## config.mk

```make
export PLATFORM = sky130hd
export DESIGN_NAME = mac_bist_controller
export DESIGN_NICKNAME = d
export VERILOG_FILES = /design/src/rtl/mac_bist_controller.sv
export SDC_FILE = /design/constraint.sdc
export NUM_CORES = 1
export LEC_CHECK = 0
export CAP_MARGIN = 30
export CORE_MARGIN = 2
export CORE_UTILIZATION = 40
export CTS_CLUSTER_SIZE = 30
export DETAILED_ROUTE_END_ITERATION = 7
export GPL_ROUTABILITY_DRIVEN = 0
export PLACE_DENSITY = 0.76
export SLEW_MARGIN = 5
export SYNTH_ARGS = -nofsm -noshare
export SYNTH_HDL_FRONTEND = slang
export SYNTH_SLANG_ARGS = --single-unit
```

## constraint.sdc

```tcl
create_clock -name clk -period 4.7 [get_ports clk]
set_input_delay 1.175 -clock clk [delete_from_list [all_inputs] [get_ports clk]]
set_output_delay 1.175 -clock clk [all_outputs]
set_load 0.05 [all_outputs]
```

## src/rtl/mac_bist_controller.sv

```systemverilog
// BIST sequencer for the MAC: walks the pattern ROM, issues one MAC operation per
// pattern, compares each result with the ROM golden value and reports pass/fail.
module mac_bist_controller #(
  parameter int unsigned NUM_PATTERNS   = 16,
  parameter int unsigned ADDR_WIDTH     = $clog2(NUM_PATTERNS),
  parameter int unsigned FIRST_ADDR     = 1,
  parameter int unsigned LAST_ADDR      = 5,
  parameter int unsigned P_WIDTH        = 32,
  parameter int unsigned MAC_LATENCY    = 2,
  parameter int unsigned FAIL_CNT_WIDTH = 8
) (
  input  logic                        clk,
  input  logic                        rst_n,
  input  logic                        start,
  input  logic                        abort,
  output logic [ADDR_WIDTH-1:0]       rom_addr,
  input  logic signed [P_WIDTH-1:0]   rom_expected_p,
  input  logic signed [P_WIDTH-1:0]   mac_result,
  output logic                        bist_mode,
  output logic                        mac_in_valid,
  output logic                        busy,
  output logic                        done,
  output logic                        pass,
  output logic [FAIL_CNT_WIDTH-1:0]   fail_count,
  output logic                        first_fail_valid,
  output logic [ADDR_WIDTH-1:0]       first_fail_addr
);

  localparam int unsigned CNT_W = 4;

  typedef enum logic [2:0] {
    S_IDLE,
    S_APPLY,
    S_WAIT,
    S_COMPARE,
    S_DONE
  } state_t;

  state_t                      state, state_d;
  logic [ADDR_WIDTH-1:0]       rom_addr_d;
  logic                        bist_mode_d, mac_in_valid_d, busy_d, done_d, pass_d;
  logic [FAIL_CNT_WIDTH-1:0]   fail_count_d;
  logic                        first_fail_valid_d;
  logic [ADDR_WIDTH-1:0]       first_fail_addr_d;
  logic signed [P_WIDTH-1:0]   exp_reg, exp_reg_d;
  logic [CNT_W-1:0]            cnt, cnt_d;

  // State and all registered outputs
  always_ff @(posedge clk or negedge rst_n) begin
    if (!rst_n) begin
      state            <= S_IDLE;
      rom_addr         <= '0;
      bist_mode        <= 1'b0;
      mac_in_valid     <= 1'b0;
      busy             <= 1'b0;
      done             <= 1'b0;
      pass             <= 1'b0;
      fail_count       <= '0;
      first_fail_valid <= 1'b0;
      first_fail_addr  <= '0;
      exp_reg          <= '0;
      cnt              <= '0;
    end else begin
      state            <= state_d;
      rom_addr         <= rom_addr_d;
      bist_mode        <= bist_mode_d;
      mac_in_valid     <= mac_in_valid_d;
      busy             <= busy_d;
      done             <= done_d;
      pass             <= pass_d;
      fail_count       <= fail_count_d;
      first_fail_valid <= first_fail_valid_d;
      first_fail_addr  <= first_fail_addr_d;
      exp_reg          <= exp_reg_d;
      cnt              <= cnt_d;
    end
  end

  // Next-state and next-output logic
  always_comb begin
    state_d            = state;
    rom_addr_d         = rom_addr;
    bist_mode_d        = bist_mode;
    mac_in_valid_d     = 1'b0;
    busy_d             = busy;
    done_d             = done;
    pass_d             = pass;
    fail_count_d       = fail_count;
    first_fail_valid_d = first_fail_valid;
    first_fail_addr_d  = first_fail_addr;
    exp_reg_d          = exp_reg;
    cnt_d              = cnt;

    if (abort) begin
      // Results are deliberately kept so test logic can still read them
      state_d     = S_IDLE;
      rom_addr_d  = '0;
      bist_mode_d = 1'b0;
      busy_d      = 1'b0;
      done_d      = 1'b0;
      pass_d      = 1'b0;
    end else begin
      case (state)
        S_IDLE, S_DONE: begin
          if (start) begin
            state_d            = S_APPLY;
            rom_addr_d         = ADDR_WIDTH'(FIRST_ADDR);
            bist_mode_d        = 1'b1;
            mac_in_valid_d     = 1'b1;
            busy_d             = 1'b1;
            done_d             = 1'b0;
            pass_d             = 1'b0;
            fail_count_d       = '0;
            first_fail_valid_d = 1'b0;
            first_fail_addr_d  = '0;
          end
        end
        S_APPLY: begin
          exp_reg_d = rom_expected_p;
          cnt_d     = CNT_W'(MAC_LATENCY);
          state_d   = (MAC_LATENCY == 0) ? S_COMPARE : S_WAIT;
        end
        S_WAIT: begin
          cnt_d = cnt - CNT_W'(1);
          if (cnt <= CNT_W'(1)) state_d = S_COMPARE;
        end
        S_COMPARE: begin
          if (mac_result != exp_reg) begin
            if (fail_count != '1) fail_count_d = fail_count + FAIL_CNT_WIDTH'(1);
            if (!first_fail_valid) begin
              first_fail_valid_d = 1'b1;
              first_fail_addr_d  = rom_addr;
            end
          end
          if (rom_addr == ADDR_WIDTH'(LAST_ADDR)) begin
            state_d     = S_DONE;
            rom_addr_d  = '0;
            bist_mode_d = 1'b0;
            busy_d      = 1'b0;
            done_d      = 1'b1;
            pass_d      = (fail_count_d == '0);
          end else begin
            state_d        = S_APPLY;
            rom_addr_d     = rom_addr + ADDR_WIDTH'(1);
            mac_in_valid_d = 1'b1;
          end
        end
        default: state_d = S_IDLE;
      endcase
    end
  end

endmodule
```

# ---- Yosys cells after proc, flatten, opt, wreduce, memory -nomap -nowiden
# Cells that the tools add are included.
dict set report op_classes {
  eq_ne 13
  n_addsub 3
  mux 37
  bitwise 1
  multipliers 0
  n_shift 0
  div_mod_pow 0
  n_reduce_logical 14
  n_lt_le_gt_ge 1
}
# operator n
set ops {}
lappend ops {{2-to-1 mux 8 bit} 5}
lappend ops {{!= test 32 bit} 1}
lappend ops {{2-to-1 mux 4 bit} 6}
lappend ops {{case mux 4 bit (2 select lines)} 3}
lappend ops {{case mux 8 bit (2 select lines)} 1}
lappend ops {{2-to-1 mux 1 bit} 12}
lappend ops {{2-to-1 mux 3 bit} 4}
lappend ops {{case mux 3 bit (4 select lines)} 1}
lappend ops {{case mux 1 bit (2 select lines)} 5}
lappend ops {{!= test 3 bit, second input constant} 3}
lappend ops {{adder 8 x 1 -> 8 bit, second input constant} 1}
lappend ops {{zero test 8 bit} 1}
lappend ops {{!= test 8 bit, second input constant} 1}
lappend ops {{AND reduction 2 bit} 4}
lappend ops {{equality test 3 x 2 -> 1 bit, second input constant} 2}
lappend ops {{!= test 2 bit, second input constant} 3}
lappend ops {{AND reduction 3 bit} 2}
lappend ops {{AND reduction 5 bit} 1}
lappend ops {{adder 4 x 1 -> 4 bit, second input constant} 1}
lappend ops {{equality test 4 x 3 -> 1 bit, second input constant} 1}
lappend ops {{<= comparator 4 x 1 -> 1 bit, second input constant} 1}
lappend ops {{AND reduction 4 bit} 1}
lappend ops {{nonzero test 2 bit} 2}
lappend ops {{subtractor 4 x 1 -> 4 bit, second input constant} 1}
lappend ops {{other kinds (6)} 6}
dict set report word_totals {
  mem_count 0
  ram_bits 0
  word_cells 80
  input_bits 68
  out_inout_bits 22
  romBits 0
  reg_bits 60
  latch_bits 0
}

# ---- Logic depth before layout (Yosys ltp)
# Gate-level depths: netlist of the first run.
dict set report depth {
  word_depth 9
  mapped_depth 9
  ltp_nobuf 7
}

# ---- Least setup slack after synthesis of the first run
# OpenSTA, ideal clock, no wires.
dict set report synth_timing {
  path_type {input port to flip-flop}
  start {input port mac_result[17]}
  end {register pass}
  path_stages 8
  required_time_ns 4.596
  arrival_time_ns 2.544
  setup_slack_ns 2.053
  path_buffers 1
  cell_sequence {xnor2_1 nand4_1 nor4_1 nand2_1 buf_6 a211oi_2 o22ai_1 o41ai_2}
}
dict set report synth_between {
  elab_chain_len 8
}
# item line_no
set synth_rtl {}
lappend synth_rtl {{start, declared} 18} ;# input logic signed [P_WIDTH-1:0] mac_result,
lappend synth_rtl {{!= test 32 bit} 128} ;# if (mac_result != exp_reg) begin
lappend synth_rtl {{2-to-1 mux 8 bit} 128}
lappend synth_rtl {{2-to-1 mux 8 bit} 103} ;# case (state)
lappend synth_rtl {{2-to-1 mux 8 bit} 94} ;# if (abort) begin
lappend synth_rtl {{zero test 8 bit} 141} ;# pass_d = (fail_count_d == '0);
lappend synth_rtl {{2-to-1 mux 1 bit} 135} ;# if (rom_addr == ADDR_WIDTH'(LAST_ADDR)) begin
lappend synth_rtl {{case mux 1 bit (2 select lines)} 103}
lappend synth_rtl {{2-to-1 mux 1 bit} 94}
lappend synth_rtl {{end signal, assigned} 70} ;# pass <= pass_d;
lappend synth_rtl {{end, declared} 23} ;# output logic pass,
# Every way passes these cells. The select of a mux whose other input is x is not followed.
# A chain may end at the register's enable or synchronous reset.

# ---- Worst setup path in the final report of the first run
dict set report layout_timing {
  start {input port mac_result[24]}
  end {register pass}
}
# Same word-level chain as after synthesis.

==> results.py, run 1 <==
metrics = {
    "setup_path": {
        "crit_arrival_ns": 3.73,
        "reg2reg_from": "exp_reg[2]$_DFFE_PN0P_",
        "worstPathRequired_ns": 4.92,
        "reg2reg_to": "pass$_DFFE_PN0P_",
        "crit_path_start_kind": "primary input",
        "reg2reg_depth": 7,
        "end_kind": "flip-flop",
        "rrSetupSlack_ns": 2.09,
        "crit_fanout": 23,
        "crit_type": "in2reg",
    },
    "finish": {
        "multiInputGateArea_sq_um": 1501,
        "drive_gt1_share_pct": 13.49,
        "fill_cells": 671,
        "largest_reg_flops": 32,
        "syn_to_final_growth_pct": 37.24,
        "final_area_sq_um": 4274,
        "fin_nets": 447,
        "final-seq-area_sq_um": 1501,
        "diodes": 0,
        "stdcell_count": 480,
    },
    "cts": {
        "cts_max_level": 3,
        "clk_root_buffer_cell": "clkbuf_8",
        "numCtsBuffers": 9,
        "cts_resized": 0,
        "cts.path.max_buffers": 2,
        "clock_sinks": 60,
        "cts_hold_buf": 0,
        "worstSkewPairLatency_ns": 0.33,
        "tritoncts": "yes",
        "clk_pin_slew_ns": 0.06,
        "post_cts_buffers": 0,
    },
    "floorplan": {
        "die-width_microns": 92.24,
        "start_util_pct": 40.72,
        "die_h_microns": 92.24,
        "die-area_sq_um": 8507,
        "core_sq_um": 7647,
        "io_pins": 90,
        "fp-row-count": 32,
    },
    "detailed_routing": {
        "wirelength_mm": 7.100,
        "initialDrtViolationCount": 135,
        "remaining_drc_errors": 0,
        "detail_route.vias_per_cell": 5.204,
        "vias": 2498,
        "postRouteAntennaNets": 0,
        "wl_per_cell_microns": 14.79,
        "firstDrtPassIters": 4,
    },
    "sta": {
        "period_needed_ns": 3.510,
        "rsz0062_at_grt": "no",
        "fmax_mhz": 284.9,
        "finalSetupTns_ns": 0,
        "finalClockSkew_ns": 0.008206,
        "fin_crit_sh_pct": 74.68,
        "slew_violations": 0,
        "worst_slew_pin_slew_ns": 0.8559,
        "fin_ws_ns": 1.190,
        "finalSetupViolCount": 0,
        "hold_viol": 0,
        "relSlewSlack_pct": 42.73,
        "whs_ns": 0.4942,
    },
    "logic_synthesis": {
        "synthArstFlopShare_pct": 100.0,
        "synth.most_common_cell": "dfrtp_1",
        "synth_top_area_share_pct": 48.21,
        "ys_types": 43,
        "synth_ff_type": "dfrtp_1",
        "ys_seq_elements": 60,
        "seq_area_frac_synth_pct": 48.21,
        "synth-edff-count": 0,
        "synth_area_leaders": "dfrtp_1 (48%), mux2_2 (9.8%), xnor2_1 (9.6%), mux2_1 (2.5%), a21oi_1 (2.2%)",
        "yosysTopAreaCell": "dfrtp_1",
        "synthCells": 287,
        "yosys_warnings": 0,
        "synth_area_sq_um": 3114,
        "syn_nets": 360,
        "syn_avg_cell_area_sq_um": 10.85,
        "synth_top_cells_by_count": "dfrtp_1 (60), xnor2_1 (34), mux2_2 (27)",
    },
    "placement": {
        "placed_area_sq_um": 4069,
        "io_buffer_count": 89,
        "placedCellCount": 465,
        "pre_cts_slack_ns": 0.7819,
        "hpwl_mm": 5.151,
    },
    "grt": {
        "grt.busiest_layer": "met2",
        "antenna_found_initial": 0,
        "first_global_vias": 2458,
        "groute.usage.overall_pct": 17.73,
        "met2_usage_pct": 27.45,
        "use_met1_pct": 24.34,
        "met3_usage_pct": 5.094,
        "grt_max_degree": 33,
        "grt_pass1_wl_mm": 11.86,
        "grt_overflow_total": 0,
    },
    "pwr": {
        "power.density_nw_per_um2": 435.2,
        "leakage_nw": 1.722,
        "peakVddDrop_uv": 174.2,
    },
    "flow_run": {
        "cap_violations": 0,
    },
    "hold_path": {
        "holdPathEnd": "pass$_DFFE_PN0P_",
        "hold_start": "pass$_DFFE_PN0P_",
        "min_path_type": "reg2reg",
        "hold_depth": 2,
    },
    "outcome": {
        "status": "finished, final reports clean",
    },
}
[power breakdown]
group	switching, mW	internal (mW)
sequential	0.135	0.684
combinational	0.227	0.328
clock	0.191	0.294
total	0.554	1.31
[how the worst max path moves through the flow]
stage,slack (ns),startpoint,to
after floorplan,2.05,mac_result[17],pass$_DFFE_PN0P_
after detailed placement,0.78,mac_result[24],pass$_DFFE_PN0P_
after CTS,1.16,mac_result[24],pass$_DFFE_PN0P_
after global placement,0.86,mac_result[17],pass$_DFFE_PN0P_
after global routing,0.98,mac_result[24],pass$_DFFE_PN0P_
final,1.19,mac_result[24],pass$_DFFE_PN0P_
[metrics by stage]
stage / total power, mW / util (%)
2_1_floorplan: 1.215 / -
3_3_place_gp: 1.366 / 53.21
3_5_place_dp: 1.390 / 53.21
4_1_cts: 1.886 / 55.89
5_1_grt: 1.988 / 55.89
6_report: 1.860 / 55.89
[placed cells by master (no fill, tap or decap), drive strengths merged, types with 5 or more instances in the layout]
| master | count |
|---|---|
| a21oi | 14 |
| nor3 | 10 |
| clkbuf | 10 |
| nand2 | 13 |
| inv | 10 |
| o21ai | 14 |
| o22ai | 5 |
| xnor2 | 34 |
| ha | 5 |
| clkdlybuf4s50 | 88 |
| nand4 | 11 |
| mux2 | 34 |
| dfrtp | 60 |
| nor2 | 17 |
[final cells by class]
cell class              instances  area share (%)
flip-flops and latches         60           35.13
multi-input cells             202           35.13
repair buffers                 91           21.08
clock buffers                  10           2.986
well taps                     102           2.986
clock inverters                 5           1.815
inverters                      10          0.8782
[critical path, cell delays in order]
cell and delay [ns]:
clkdlybuf4s50_1 0.49, xnor2_1 0.14, nand4_1 0.10, nor4_1 0.39
nand2_1 0.52, nand4_1 0.28, mux2_2 0.37, o41ai_2 0.26
[cells by family after synthesis]
group | count (synthesis) | share of synthesized area (%)
xor gates and xnor gates | 35 | 9.844
DFF | 60 | 48.21
and+or+nand+nor | 73 | 12.29
muxes | 34 | 12.29
buffers and inverters | 25 | 3.777
AOI/OAI and AO/OA | 55 | 11.57
adders and majority gates | 5 | 2.009
[layer usage]
layer | routed length (microns) | up-vias
met3 | 411 | 9
met5 | 0 | -
met1 | 3381 | 1210
met2 | 3196 | 74
li1 | - | 1205
met4 | 110 | 0
Note: power is estimated with default switching activity, not from simulation.
==> run 2: changes to the inputs <==
==> constraint.sdc (replaced) <==
create_clock -name clk -period 3.6 [get_ports clk]
set_input_delay 0.9 -clock clk [delete_from_list [all_inputs] [get_ports clk]]
set_output_delay 0.9 -clock clk [all_outputs]
set_load 0.05 [all_outputs]
==> run 2 against run 1 <==
Net effect:
- total power up 27%
- worst setup slack lost 0.47 ns
- via count fell by 0.44%
==> results.py, run 2 (same netlist as run 1, synthesis figures left out) <==
metrics = {
    "outcome": {
        "status": "finished, final reports clean",
    },
    "sta": {
        "fmax_mhz": 347.2,
        "worst_slew_pin_slew_ns": 0.6370,
        "rsz0062_at_grt": "no",
        "relSlewSlack_pct": 57.53,
        "finalSetupTns_ns": 0,
        "fin_crit_sh_pct": 80.00,
        "period_needed_ns": 2.880,
        "finalClockSkew_ns": 0.007150,
        "finalSetupViolCount": 0,
        "slew_violations": 0,
        "whs_ns": 0.5080,
        "hold_viol": 0,
    },
    "cts": {
        "cts_resized": 0,
        "cts.path.max_buffers": 2,
        "worstSkewPairLatency_ns": 0.33,
        "post_cts_buffers": 0,
        "clock_sinks": 60,
        "clk_pin_slew_ns": 0.07,
        "cts_max_level": 3,
        "tritoncts": "yes",
        "cts_hold_buf": 0,
        "clk_root_buffer_cell": "clkbuf_8",
        "numCtsBuffers": 9,
    },
    "finish": {
        "final_common_cell": "clkdlybuf4s50_1",
        "fin_nets": 450,
        "most-common-layout-cells": "clkdlybuf4s50_1 (88), dfrtp_1 (60), xnor2_1 (34), mux2_2 (27), nor2_1 (17)",
        "drive_gt1_share_pct": 14.66,
        "final_core_utilization_pct": 55.96,
        "syn_to_final_growth_pct": 37.40,
        "largest_reg_flops": 32,
        "diodes": 0,
    },
    "floorplan": {
        "core_sq_um": 7647,
        "die-width_microns": 92.24,
        "die-area_sq_um": 8507,
        "io_pins": 90,
        "fp-row-count": 32,
        "start_util_pct": 40.72,
        "die_h_microns": 92.24,
    },
    "detailed_routing": {
        "firstDrtPassIters": 4,
        "vias": 2487,
        "postRouteAntennaNets": 0,
        "remaining_drc_errors": 0,
        "wl_per_cell_microns": 14.74,
        "detail_route.vias_per_cell": 5.138,
        "initialDrtViolationCount": 175,
        "wirelength_mm": 7.135,
    },
    "grt": {
        "grt_pass1_wl_mm": 11.87,
        "grt_max_degree": 35,
        "first_global_vias": 2451,
        "grt_overflow_total": 0,
        "groute.usage.overall_pct": 17.69,
        "antenna_found_initial": 0,
    },
    "setup_path": {
        "crit_type": "in2reg",
        "worstPathRequired_ns": 3.83,
        "crit_path_start_kind": "primary input",
        "end_kind": "flip-flop",
        "crit_fanout": 20,
        "reg2reg_to": "pass$_DFFE_PN0P_",
        "rrSetupSlack_ns": 1.33,
        "startpoint": "mac_result[9]",
        "crit_end": "pass$_DFFE_PN0P_",
        "reg2reg_from": "exp_reg[9]$_DFFE_PN0P_",
        "crit_arrival_ns": 3.11,
        "reg2reg_depth": 8,
    },
    "pwr": {
        "peakVddDrop_uv": 222.3,
        "finalPower_mw": 2.354,
        "leakage_nw": 1.732,
        "power.density_nw_per_um2": 550.1,
    },
    "flow_run": {
        "cap_violations": 0,
    },
    "placement": {
        "io_buffer_count": 89,
        "hpwl_mm": 5.220,
    },
    "hold_path": {
        "hold_depth": 1,
        "min_path_type": "reg2reg",
    },
}
## run 2: changes by cell type in the layout (fill, tap and decap cells not counted)
cell,delta
buf_4,+3
bufinv_16,-2
clkbuf_1,-1
clkbuf_8,+3
clkinv_2,+1
## run 2: cell type report
type                            count  area [sq um]
Sequential cell                    60          1501
Multi-Input combinational cell    202          1501
Clock inverter                      4         22.52
Tap cell                          102         127.6
Clock buffer                       12         165.2
Timing Repair Buffer               94         923.4
Fill cell                         665          3368
Inverter                           10         37.54
## run 2: where the power goes
| group | internal (mW) | switching (mW) | total [mW] |
|---|---|---|---|
| clock network | 0.302 | 0.258 | 0.561 |
| registers | 0.893 | 0.175 | 1.07 |
| logic | 0.430 | 0.296 | 0.725 |
## run 2: layer usage
metal / track usage, % / share of wire, % / up-vias
li1: - / - / 1211
met4: 4.851 / 0.93 / 0
met5: 0 / 0 / -
met1: 24.58 / 47 / 1181
met2: 27.76 / 46 / 87
met3: 4.191 / 6.4 / 8
## run 2: worst min-delay path by stage
stage                                  from  slack [ns]                      end
detailed placement         pass$_DFFE_PN0P_        0.49         pass$_DFFE_PN0P_
global route         exp_reg[5]$_DFFE_PN0P_        0.53   exp_reg[5]$_DFFE_PN0P_
global placement           pass$_DFFE_PN0P_        0.49         pass$_DFFE_PN0P_
floorplan           exp_reg[13]$_DFFE_PN0P_        0.48  exp_reg[13]$_DFFE_PN0P_
finish               exp_reg[5]$_DFFE_PN0P_        0.51   exp_reg[5]$_DFFE_PN0P_
CTS                        busy$_DFFE_PN0P_        0.51         busy$_DFFE_PN0P_
## run 2: critical path, stage by stage
cell and delay (ns):
clkdlybuf4s50_1 0.47, xnor2_1 0.13, nand4_1 0.11, nor4_1 0.40
nand2_1 0.20, buf_4 0.25, a211oi_1 0.21, o21ai_0 0.12
o41ai_2 0.31
## run 2: metrics by stage
| stage | cells | setup WS, ns | instance area [sq um] |
|---|---|---|---|
| floorplan | 287 | 1.228 | 3114 |
| global placement | 468 | 0.4279 | 4091 |
| detailed placement | 468 | 0.3740 | 4091 |
| CTS | 484 | 0.6890 | 4279 |
| global route | 484 | 0.4089 | 4279 |
| finish | 484 | 0.7199 | 4279 |
==> RTL edit 1 (settings of run 2) <==
Set the parameter `NUM_PATTERNS` to 32 (it was 16).
--- a/src/rtl/mac_bist_controller.sv
+++ b/src/rtl/mac_bist_controller.sv
@@ -1,7 +1,7 @@
 // BIST sequencer for the MAC: walks the pattern ROM, issues one MAC operation per
 // pattern, compares each result with the ROM golden value and reports pass/fail.
 module mac_bist_controller #(
-  parameter int unsigned NUM_PATTERNS   = 16,
+  parameter int unsigned NUM_PATTERNS   = 32,
   parameter int unsigned ADDR_WIDTH     = $clog2(NUM_PATTERNS),
   parameter int unsigned FIRST_ADDR     = 1,
   parameter int unsigned LAST_ADDR      = 5,
Interface: changed (resized first_fail_addr and rom_addr); port bits go from 90 to 92. No check against the original RTL was run, so the function may have changed too.
==> RTL edit 1 against run 2 <==
  * Hold slack got worse by 0.0041 ns
  * Sequential cell count increased by 2
  * Design area rose by 5.3%
  * Area after synthesis increased by 3.1%
  * Total power grew 8.7%
  * Cell count grew 2.5%
  * Worst setup slack worse by 0.045 ns
  * Routed wire length is 4.8% higher
==> RTL edit 1: results (changes against run 2) <==
- Outcome: finished, final reports clean
- Insertion delay to the later sink of the worst-skew pair: around 0.34 ns
- Top cells by area, synth: dfrtp_1, mux2_2, xnor2_1
- First-pass GRT wire length: 12.5 mm (+5.1%)
- Worst Tran Pin Value: 0.624 ns (-0.0132 ns)
- Sequential share of the synthesized area: 48.3% (+0.093 points)
- Clk root buf: clkbuf_8
- # diodes: 0 (unchanged)
- Filler Cell Count: 645 (-3.0%)
- Largest register FFs: 32 (unchanged)
- DP Wirelength: 5.63 mm (+7.8%)
- Vias in the first global route: 2,622 (+7.0%)
- Drt via density: 5.36 (+4.3%)
- DR iter-0 viols: 149 (-15%)
- Commonest cells post-synth: dfrtp_1, xnor2_1, mux2_2, o21ai_0, a21oi_1
- Htree depth: 3 (unchanged)
- Peak VDD IR: 0.000305 V (+37%)
- Most common cell in the synthesized netlist: dfrtp_1
- Worst path max stage delay: 0.48 ns
- Yosys warning count: 0 (unchanged)
- Largest net degree at the start of global routing: 41 (+17%)
- Leakage: 1.82 nW (+4.9%)
- CP Max Fanout: 9 (-55%)
- Total CTS buffers: 9 (unchanged)
- Layout cells sized above 1: 16.5% (+1.8 points)
- Worst-path cell with the longest stage delay: clkdlybuf4s50_1
- Initial antenna violation count: 0 (unchanged)
- Post-CTS resize count: 0 (unchanged)
- Count of different cell masters after synthesis: 48 (+12%)
- DRT Pass-1 Iters: 4 (unchanged)
- CTS clock-pin slew for the worst setup and hold paths: 0.07 ns (about the same)
- Gr usage total: 18.3% (+0.57 points)
- Post-synth ARST share: 100% (unchanged)
- WL final: 7.48 mm (+4.8%)
- Setup bufs post-CTS: 0 (unchanged)
- Skew final: 0.00866 ns (+0.00151 ns)
- Max clock buf depth: 2 (unchanged)
- Post-DP Area: 4240 sq um (+3.6%)
- Nets: 462 (+2.7%)
- Post-Place Worst Slack: 0.321 ns (-0.0527 ns)
- Power Dens Cells: 568 nW/um^2 (+3.3%)
- Worst Path Arrival: 3.18 ns (+0.07 ns)
- Hold WC Path Type: reg2reg
- Port bufs: 91 (+2.2%)
- Mapped Nets: 366 (+1.7%)
==> RTL edit 1: final timing paths <==
kind / start / endpoint / slack [ns] / cells after the start
worst max register to register: state[0] / pass / 1.20 / 8
worst min-delay path: first_fail_addr[2] / first_fail_addr[2] / 0.50 / 1
worst min register to register: first_fail_addr[2] / first_fail_addr[2] / 0.50 / 1
min in group asynchronous: rst_n / state[0] / 0.54 / 2
worst max-delay path: mac_result[12] / pass / 0.68 / 8
max in group asynchronous: rst_n / fail_count[3] / 2.67 / 3
==> RTL edit 1: routing by layer <==
layer	share of wire (%)	vias to the layer above	wire, um	global-route usage [%]
li1	-	1251	-	-
met1	41	1272	3070	22.5
met2	47	116	3520	29.1
met3	9.4	18	703	6.20
met4	2.4	0	177	8.09
met5	0	-	0	0
==> RTL edit 1: per-stage QoR <==
step / instances / total power [mW]
global placement: 479 / 1.79
detailed placement: 479 / 1.83
finish: 496 / 2.56
CTS: 495 / 2.59
floorplan: 293 / 1.60
global route: 496 / 2.73
==> RTL edit 1: cell type report <==
cell class | instances | area share (%)
Inverter | 11 | 0.917
Clock buffer | 9 | 2.75
Multi-Input combinational cell | 207 | 34.8
Tap cell | 102 | 2.83
Sequential cell | 62 | 34.4
Timing Repair Buffer | 98 | 21.6
Clock inverter | 7 | 2.72
==> RTL edit 1: critical path, delay by kind of cell <==
| kind | cells | cell delay (ns) |
|---|---|---|
| simple gates | 3 | 0.81 |
| xor+xnor | 1 | 0.12 |
| buf+inv | 1 | 0.48 |
| compound gates | 3 | 0.86 |
==> RTL edit 1: power breakdown <==
group,switching [mW],leakage [nW],internal [mW]
Clock,0.289,0.116,0.462
Combinational,0.282,0.911,0.434
Sequential,0.178,0.790,0.914
Total,0.749,1.82,1.81
==> RTL edit 1: kinds of logic (layout without fill, tap and decap cells) <==
group	Yosys count	count (layout)	synth area share, %
AO/OA/AOI/OAI	64	64	12.6
AND/OR/NAND/NOR	67	67	12.0
buffers and inverters	24	125	3.12
adder cells (fa/ha/maj)	5	5	1.95
multiplexers	35	35	12.2
flip-flops	62	62	48.3
XOR/XNOR	36	36	9.82
